### src/rtl/al_div_pkg.sv
// Shared definitions for the iterative restoring divider.
//   div_state_e : control states (IDLE, RUN, FIN)
//   CNT_W       : iteration counter width for the default 8-bit build
//   ALL_ONES    : all-ones quotient returned on divide by zero, at the widest legal size
//   cnt_width() : iteration counter width for any legal operand width
package al_div_pkg;

  localparam int unsigned WIDTH_MAX = 32;
  localparam int unsigned WIDTH_DEF = 8;
  localparam int unsigned CNT_W     = $clog2(WIDTH_DEF);

  localparam logic [WIDTH_MAX-1:0] ALL_ONES = '1;

  typedef enum logic [1:0] {
    IDLE = 2'd0,
    RUN  = 2'd1,
    FIN  = 2'd2
  } div_state_e;

  // WIDTH-1 always fits in $clog2(WIDTH) bits for WIDTH >= 2.
  function automatic int unsigned cnt_width(input int unsigned w);
    return (w < 2) ? 1 : $clog2(w);
  endfunction

endpackage

### src/rtl/al_div_step.sv
// One restoring-division stage, modelled as a single carry-chain subtract.
// Ports:
//   rem_acc  : partial remainder before this step
//   q_msb    : dividend bit being shifted into the remainder
//   dvs      : divisor
//   rem_next : remainder if the trial subtract is kept (trial difference)
//   q_bit    : quotient bit produced by this step (1 when no borrow)
//   borrow   : borrow out of the WIDTH+1-bit subtract
module al_div_step #(
  parameter int unsigned WIDTH = 8
) (
  input  logic [WIDTH-1:0] rem_acc,
  input  logic             q_msb,
  input  logic [WIDTH-1:0] dvs,
  output logic [WIDTH-1:0] rem_next,
  output logic             q_bit,
  output logic             borrow
);

  logic [WIDTH:0] shifted;
  logic [WIDTH:0] diff;

  // The top remainder bit is kept in the shift so it is not lost before the compare.
  always_comb begin
    shifted  = {rem_acc, q_msb};
    diff     = shifted - {1'b0, dvs};
    borrow   = diff[WIDTH];
    q_bit    = ~diff[WIDTH];
    rem_next = diff[WIDTH-1:0];
  end

endmodule

### src/rtl/al_alu_div_seq.sv
// Iterative restoring divider, one quotient bit per clock, start/busy/done handshake.
// Optional macro AL_ALU_DIV_SIGNED_EN adds the is_signed port for truncating
// two's-complement division; without it all division is unsigned.
// Ports:
//   clk, rst_n  : clock, asynchronous active-low reset
//   start       : request, honoured only while idle and not in the done cycle
//   is_signed   : (AL_ALU_DIV_SIGNED_EN only) operands are two's complement
//   dividend    : numerator, captured on accepted start
//   divisor     : denominator, captured on accepted start
//   busy        : operation in progress
//   done        : one-cycle pulse when results update
//   quotient    : result quotient
//   remainder   : result remainder
//   div_zero    : last operation had a zero divisor
module al_alu_div_seq
  import al_div_pkg::*;
#(
  parameter int unsigned WIDTH = 8
) (
  input  logic             clk,
  input  logic             rst_n,
  input  logic             start,
`ifdef AL_ALU_DIV_SIGNED_EN
  input  logic             is_signed,
`endif
  input  logic [WIDTH-1:0] dividend,
  input  logic [WIDTH-1:0] divisor,
  output logic             busy,
  output logic             done,
  output logic [WIDTH-1:0] quotient,
  output logic [WIDTH-1:0] remainder,
  output logic             div_zero
);

  localparam int unsigned CW = cnt_width(WIDTH);

  div_state_e       state, state_nxt;
  logic             busy_nxt, done_nxt, div_zero_nxt;
  logic [WIDTH-1:0] quotient_nxt, remainder_nxt;
  logic [WIDTH-1:0] rem_acc, rem_nxt;
  logic [WIDTH-1:0] q_acc, q_nxt;
  logic [WIDTH-1:0] dvs, dvs_nxt;
  logic [CW-1:0]    cnt, cnt_nxt;

  logic [WIDTH-1:0] step_rem;
  logic             step_qbit;
  logic             step_borrow;

`ifdef AL_ALU_DIV_SIGNED_EN
  logic neg_q, neg_q_nxt;
  logic neg_r, neg_r_nxt;
  logic a_neg, b_neg;

  function automatic logic [WIDTH-1:0] neg_if(input logic n, input logic [WIDTH-1:0] v);
    return n ? (~v + WIDTH'(1)) : v;
  endfunction
`endif

  al_div_step #(.WIDTH(WIDTH)) u_step (
    .rem_acc  (rem_acc),
    .q_msb    (q_acc[WIDTH-1]),
    .dvs      (dvs),
    .rem_next (step_rem),
    .q_bit    (step_qbit),
    .borrow   (step_borrow)
  );

  // State and datapath registers
  always_ff @(posedge clk or negedge rst_n) begin
    if (!rst_n) begin
      state     <= IDLE;
      busy      <= 1'b0;
      done      <= 1'b0;
      quotient  <= '0;
      remainder <= '0;
      div_zero  <= 1'b0;
      rem_acc   <= '0;
      q_acc     <= '0;
      dvs       <= '0;
      cnt       <= '0;
`ifdef AL_ALU_DIV_SIGNED_EN
      neg_q     <= 1'b0;
      neg_r     <= 1'b0;
`endif
    end else begin
      state     <= state_nxt;
      busy      <= busy_nxt;
      done      <= done_nxt;
      quotient  <= quotient_nxt;
      remainder <= remainder_nxt;
      div_zero  <= div_zero_nxt;
      rem_acc   <= rem_nxt;
      q_acc     <= q_nxt;
      dvs       <= dvs_nxt;
      cnt       <= cnt_nxt;
`ifdef AL_ALU_DIV_SIGNED_EN
      neg_q     <= neg_q_nxt;
      neg_r     <= neg_r_nxt;
`endif
    end
  end

  // Next-state and next-output logic
  always_comb begin
    state_nxt     = state;
    busy_nxt      = busy;
    done_nxt      = 1'b0;
    quotient_nxt  = quotient;
    remainder_nxt = remainder;
    div_zero_nxt  = div_zero;
    rem_nxt       = rem_acc;
    q_nxt         = q_acc;
    dvs_nxt       = dvs;
    cnt_nxt       = cnt;
`ifdef AL_ALU_DIV_SIGNED_EN
    neg_q_nxt     = neg_q;
    neg_r_nxt     = neg_r;
    a_neg         = is_signed & dividend[WIDTH-1];
    b_neg         = is_signed & divisor[WIDTH-1];
`endif

    case (state)
      IDLE: begin
        // A start seen in the done cycle is dropped; the next cycle may start.
        if (start && !done) begin
          rem_nxt   = '0;
          cnt_nxt   = CW'(WIDTH - 1);
          busy_nxt  = 1'b1;
          state_nxt = (divisor == '0) ? FIN : RUN;
`ifdef AL_ALU_DIV_SIGNED_EN
          q_nxt     = neg_if(a_neg, dividend);
          dvs_nxt   = neg_if(b_neg, divisor);
          neg_q_nxt = a_neg ^ b_neg;
          neg_r_nxt = a_neg;
`else
          q_nxt     = dividend;
          dvs_nxt   = divisor;
`endif
        end
      end

      RUN: begin
        // Restore on borrow: keep the shifted remainder instead of the difference.
        rem_nxt = step_borrow ? {rem_acc[WIDTH-2:0], q_acc[WIDTH-1]} : step_rem;
        q_nxt   = {q_acc[WIDTH-2:0], step_qbit};
        cnt_nxt = cnt - CW'(1);
        if (cnt == '0) begin
          state_nxt = FIN;
        end
      end

      FIN: begin
        done_nxt  = 1'b1;
        busy_nxt  = 1'b0;
        state_nxt = IDLE;
        // On divide by zero q_acc still holds the (magnitude of the) dividend.
        if (dvs == '0) begin
          quotient_nxt = WIDTH'(ALL_ONES);
          div_zero_nxt = 1'b1;
`ifdef AL_ALU_DIV_SIGNED_EN
          remainder_nxt = neg_if(neg_r, q_acc);
`else
          remainder_nxt = q_acc;
`endif
        end else begin
          div_zero_nxt = 1'b0;
`ifdef AL_ALU_DIV_SIGNED_EN
          quotient_nxt  = neg_if(neg_q, q_acc);
          remainder_nxt = neg_if(neg_r, rem_acc);
`else
          quotient_nxt  = q_acc;
          remainder_nxt = rem_acc;
`endif
        end
      end

      default: begin
        state_nxt = IDLE;
        busy_nxt  = 1'b0;
      end
    endcase
  end

endmodule

### config.mk
export PLATFORM = sky130hd
export DESIGN_NAME = al_alu_div_seq
export DESIGN_NICKNAME = d
export VERILOG_FILES = /design/src/rtl/al_div_pkg.sv /design/src/rtl/al_div_step.sv /design/src/rtl/al_alu_div_seq.sv
export SDC_FILE = /design/constraint.sdc
export NUM_CORES = 1
export LEC_CHECK = 0
export ABC_AREA = 1
export BUFFER_PORTS_ARGS = -buffer_cell sky130_fd_sc_hd__buf_2
export CORE_MARGIN = 5
export CORE_UTILIZATION = 50
export CTS_BUF_LIST = sky130_fd_sc_hd__clkbuf_4 sky130_fd_sc_hd__clkbuf_8
export DETAILED_ROUTE_END_ITERATION = 8
export PLACE_DENSITY = 0.8
export SLEW_MARGIN = 25
export SYNTH_ARGS = -nofsm -noshare
export SYNTH_HDL_FRONTEND = slang
export SYNTH_SLANG_ARGS = --single-unit
### constraint.sdc
create_clock -name clk -period 4.63 [get_ports clk]
set_input_delay 1.389 -clock clk [delete_from_list [all_inputs] [get_ports clk]]
set_output_delay 1.389 -clock clk [all_outputs]
set_load 0.1 [all_outputs]
* After elaboration in Yosys (flattened, before gate mapping)
Index checks and enable logic that the tools add are counted.
** Storage, ports and cells
- Flip-flop bits (word level) :: 48
- Input port bits :: 19
** Cells by class
- $add $sub $neg :: 2
- Eq/ne operators :: 4
- Mux-type cells :: 17
- Bitwise gates (word level) :: 2
- Reductions and logical operators :: 11
** Operator list (count)
- two-way mux 8 bit :: 5
- one-hot mux 8 bit (2 select lines) :: 2
- zero test 8 bit :: 2
- subtractor 9 x 8 -> 9 bit :: 1
- AND reduction 2 bit :: 4
- two-way mux 2 bit :: 3
- one-hot mux 3 bit (2 select lines) :: 1
- inequality test 2 bit (second input constant) :: 2
- one-hot mux 2 bit (2 select lines) :: 1
- zero test 3 bit :: 1
- two-way mux 1 bit :: 3
- two-way mux 3 bit :: 1
- subtractor 3 x 1 -> 3 bit (second input constant) :: 1
- == test 2 x 1 -> 1 bit (second input constant) :: 1
- == test 2 bit (second input constant) :: 1
- zero test 2 bit :: 1
- NOT 1 bit :: 2
- one-hot mux 1 bit (2 select lines) :: 1
- nonzero test 2 bit :: 1
- logical AND 1 bit :: 1
- zero test 1 bit :: 1

* Logic depth before layout (Yosys ltp)
- Depth in word-level cells :: 4
- Mapped depth :: 14
- Mapped depth without buffers :: 14

* Modules after synthesis
From an unflattened synthesis, not the netlist that was laid out.
** Unflattened totals
- Cells, all modules :: 338
- Area total of the unflattened synthesis :: 2782.7 um2
** Modules (own cells, without submodules)
- al_alu_div_seq :: times used 1, cells each 252, area each 2311.0 um2
- al_div_step :: times used 1, cells each 86, area each 471.7 um2

* Least setup slack after synthesis
OpenSTA, ideal clock, no wires.
- Path type :: reg2out
- From :: reg div_zero
- To :: out div_zero
- Data arrival time :: 898 ps
- Path slack :: 2343 ps
- Cell stages (with the launch flop) :: 1
- Path buffers :: 0
- Cells stage by stage :: dfrtp_1
** RTL lines
- from (decl) :: RTL line al_alu_div_seq.sv:32 : output logic div_zero
- from (signal assigned) :: RTL line al_alu_div_seq.sv:91 : div_zero <= div_zero_nxt;
No word-level cell between the ends.

* Worst setup path after layout
- From :: in start
- To :: reg q_acc[5]
** On the way
- Cells in the longest elaborated chain, start to end :: 3
** Ends and longest elaborated chain
- from (decl) :: RTL line al_alu_div_seq.sv:22 : input logic start,
- logical AND 1 bit :: RTL line al_alu_div_seq.sv:125 : if (start && !done) begin
- inequality test 2 bit (no source line)
- AND reduction 2 bit (no source line)
- to (signal assigned) :: RTL line al_alu_div_seq.sv:93 : q_acc <= q_nxt;
- to (decl) :: RTL line al_alu_div_seq.sv:41 : logic [WIDTH-1:0] q_acc, q_nxt;
Every way passes these cells.
A chain may end at the register's enable or synchronous reset.

==> metrics.txt <==
DRT antenna net count=0; initial antenna violation count=0; total CTS buffers=5; routed wire length=5200 microns; type of the most critical hold path=flop to flop; Seq/Total Area, Yosys=between 40% and 50%; pin count of the biggest net entering global routing=a little under 50; Yosys reg bits=48; Final nets=376; row cnt=25; Via density=5.02; Resized cells post-CTS=0; 1st-pass router iterations=4; crit-path leading delay family=simple AND/OR/NAND/NOR gates; Synth cell types=29; CP cell instances=buf_2 -> inv_1 -> nor2_1 -> nand2_1 -> nand2_2 -> inv_2 -> a221oi_1; WP buf/inv=3; vias in the first global route=approximately 2000; RSZ-0062 raised after global routing=no; Final Slew Violations=0; highest metal used=met4; CP required=approximately 4800 ps; Synth async-reset ratio=100%; Synth Flop Type=dfrtp_1; Total GRT Usage=between 10% and 20%; Syn Nets=338; commonest cells in the synthesized netlist=77 x nand2_1, 48 x dfrtp_1, 41 x inv_1; first-pass GRT wire length=9000 microns; worst-path fanout max=23; clock skew=slightly below 7 ps; post-synth top area share=slightly below 50%; Die Height=roughly 81 microns; met2 WL post-DR=roughly 2500 microns; I/O Buffers=37; Root Driver=clkbuf_8; n_diodes=0; die area=0.00652 sq mm; Post-CTS Hold Buffers=0; count leader, synth=nand2_1; post-synth top area cell=dfrtp_1; slowest CP cell=nand2_1; outcome=finished clean; critical path capture point type=flop; Initial Utilization=52.3%; DRT iter0 DRCs=~120; met3 WL post-DR=139 microns; Clock transition at path regs=90 ps; Clock Path Buffers=2; width of the chip=80.7 microns; Area growth syn-to-layout=13.4%; total grt overflow=0; Slew HR=50.6%; Synth Area per Inst=8.12 sq um; critical path class=input pin to flop; FILL cells=roughly 430; Sum Neg Setup Slack=0 ps; synth top area cells=dfrtp_1 48%, nand2_1 12%, inv_1 6.2%; # Max-Cap Violations=0; Clock Sinks=48; I/O pin count=38; Post-Synthesis Cell Area=approximately 0.0025 sq mm; crit-path max cell delay=410 ps; DP HPWL=between 3000 and 4000 microns; routed via count=between 2000 and 2500; final hold vios=0; post-synthesis cell count=about 310; Least-Margin Pin Slew=approximately 740 ps; CORE AREA=roughly 0.0048 sq mm; Setup-failing EPs final=0; Post-CTS Setup Bufs=0; met1 wire length=roughly 2500 microns; fin crit share=roughly 56%; layout cells sized above 1=16.2%; min Tclk post-route=~2600 ps; H-tree Lvls=2; Post-synth EDFFs=0; WL/cell=between 10 and 15 microns; RePlAce Congestion=just under 0.8; TritonCTS clock tree=yes; Post-route DRC=0; Max Freq=~390 MHz; YS warnings=0; crit start category=input pin; Worst-Skew Late Latency=around 300 ps; Worst Path Arrival=roughly 2800 ps
## kinds of logic after synthesis
logic type / share of synthesized area, %
flip-flops: 48.0
AO/OA/AOI/OAI: 11.5
adder cells (fa/ha/maj): 5.80
XOR/XNOR: 1.05
AND/OR/NAND/NOR: 25.8
buffers and inverters: 7.90
## worst paths after layout
kind / startpoint / end / slack (ps) / cells after the start
min in group asynchronous: rst_n / quotient[0] / 1080 / 1
worst max register to register: q_acc[7] / rem_acc[4] / 2520 / 13
worst min register to register: remainder[4] / remainder[4] / 480 / 2
max in group asynchronous: rst_n / rem_acc[7] / 3160 / 1
worst min-delay path: remainder[4] / remainder[4] / 480 / 2
worst max-delay path: start / q_acc[5] / 2040 / 7
## final cells by class
class / count / area [sq um] / area share [%]
sequential: 48 / 1200 / 42.4
multi-input combinational: 209 / 1100 / 38.9
timing repair buffer: 37 / 188 / 6.62
inverter: 45 / 169 / 5.96
tap: 67 / 83.8 / 2.96
clock buffer: 6 / 82.6 / 2.91
clock inverter: 1 / 8.76 / 0.309
## routing by layer
layer,vias up,track usage (%)
met5,-,0
met4,0,7.43
met3,12,4.37
met2,29,28.1
met1,965,23.5
li1,1067,-
## registers in the layout (all words and copies together), names as in the netlist
register / cells
remainder: 8
div_zero: 1
quotient: 8
dvs: 8
cnt: 3
rem_acc: 8
busy: 1
q_acc: 8
state: 2
done: 1
## through the flow
step	hold slack, ps	setup slack, ps	area [sq um]	util (%)	instances
floorplan	453	2340	2500	-	308
global placement	466	1780	2740	57.3	406
detailed placement	468	1700	2740	57.3	406
CTS	491	2050	2830	59.2	413
global route	527	1760	2840	59.2	413
finish	483	2040	2840	59.2	413
## worst reg2reg max path, cell delays in order, from the launching register on
cell and delay (ps):
dfrtp_1 360, inv_1 100, ha_1 220, fa_1 420
inv_1 70, nand2_1 40, nand2_1 100, nand3_1 120
nand2_1 100, nand2_2 130, nand2_4 140, nand2_1 60
nand3_1 80, nand2_1 60
## cell usage in the layout, fill, tap and decap left out, drive strengths merged
cell type / netlist / final
nand2: 80 / 80
dfrtp: 48 / 48
inv: 45 / 45
buf: 5 / 37
nor2: 31 / 31
o21ai: 26 / 26
nand3: 16 / 16
a21oi: 14 / 14
ha: 10 / 10
nand3b: 8 / 8
clkbuf: 1 / 6
nor3: 5 / 5
a221oi: 4 / 4
o211ai: 4 / 4
nand4: 2 / 2
a22oi: 2 / 2
xor2: 2 / 2
nor4: 1 / 1
o22ai: 1 / 1
or2: 1 / 1
xnor2: 1 / 1
fa: 1 / 1
clkinv: 0 / 1
Power is left out: the tool's default activity adds up to more than one toggle a clock period on the data nets, which glitch-free logic cannot reach.
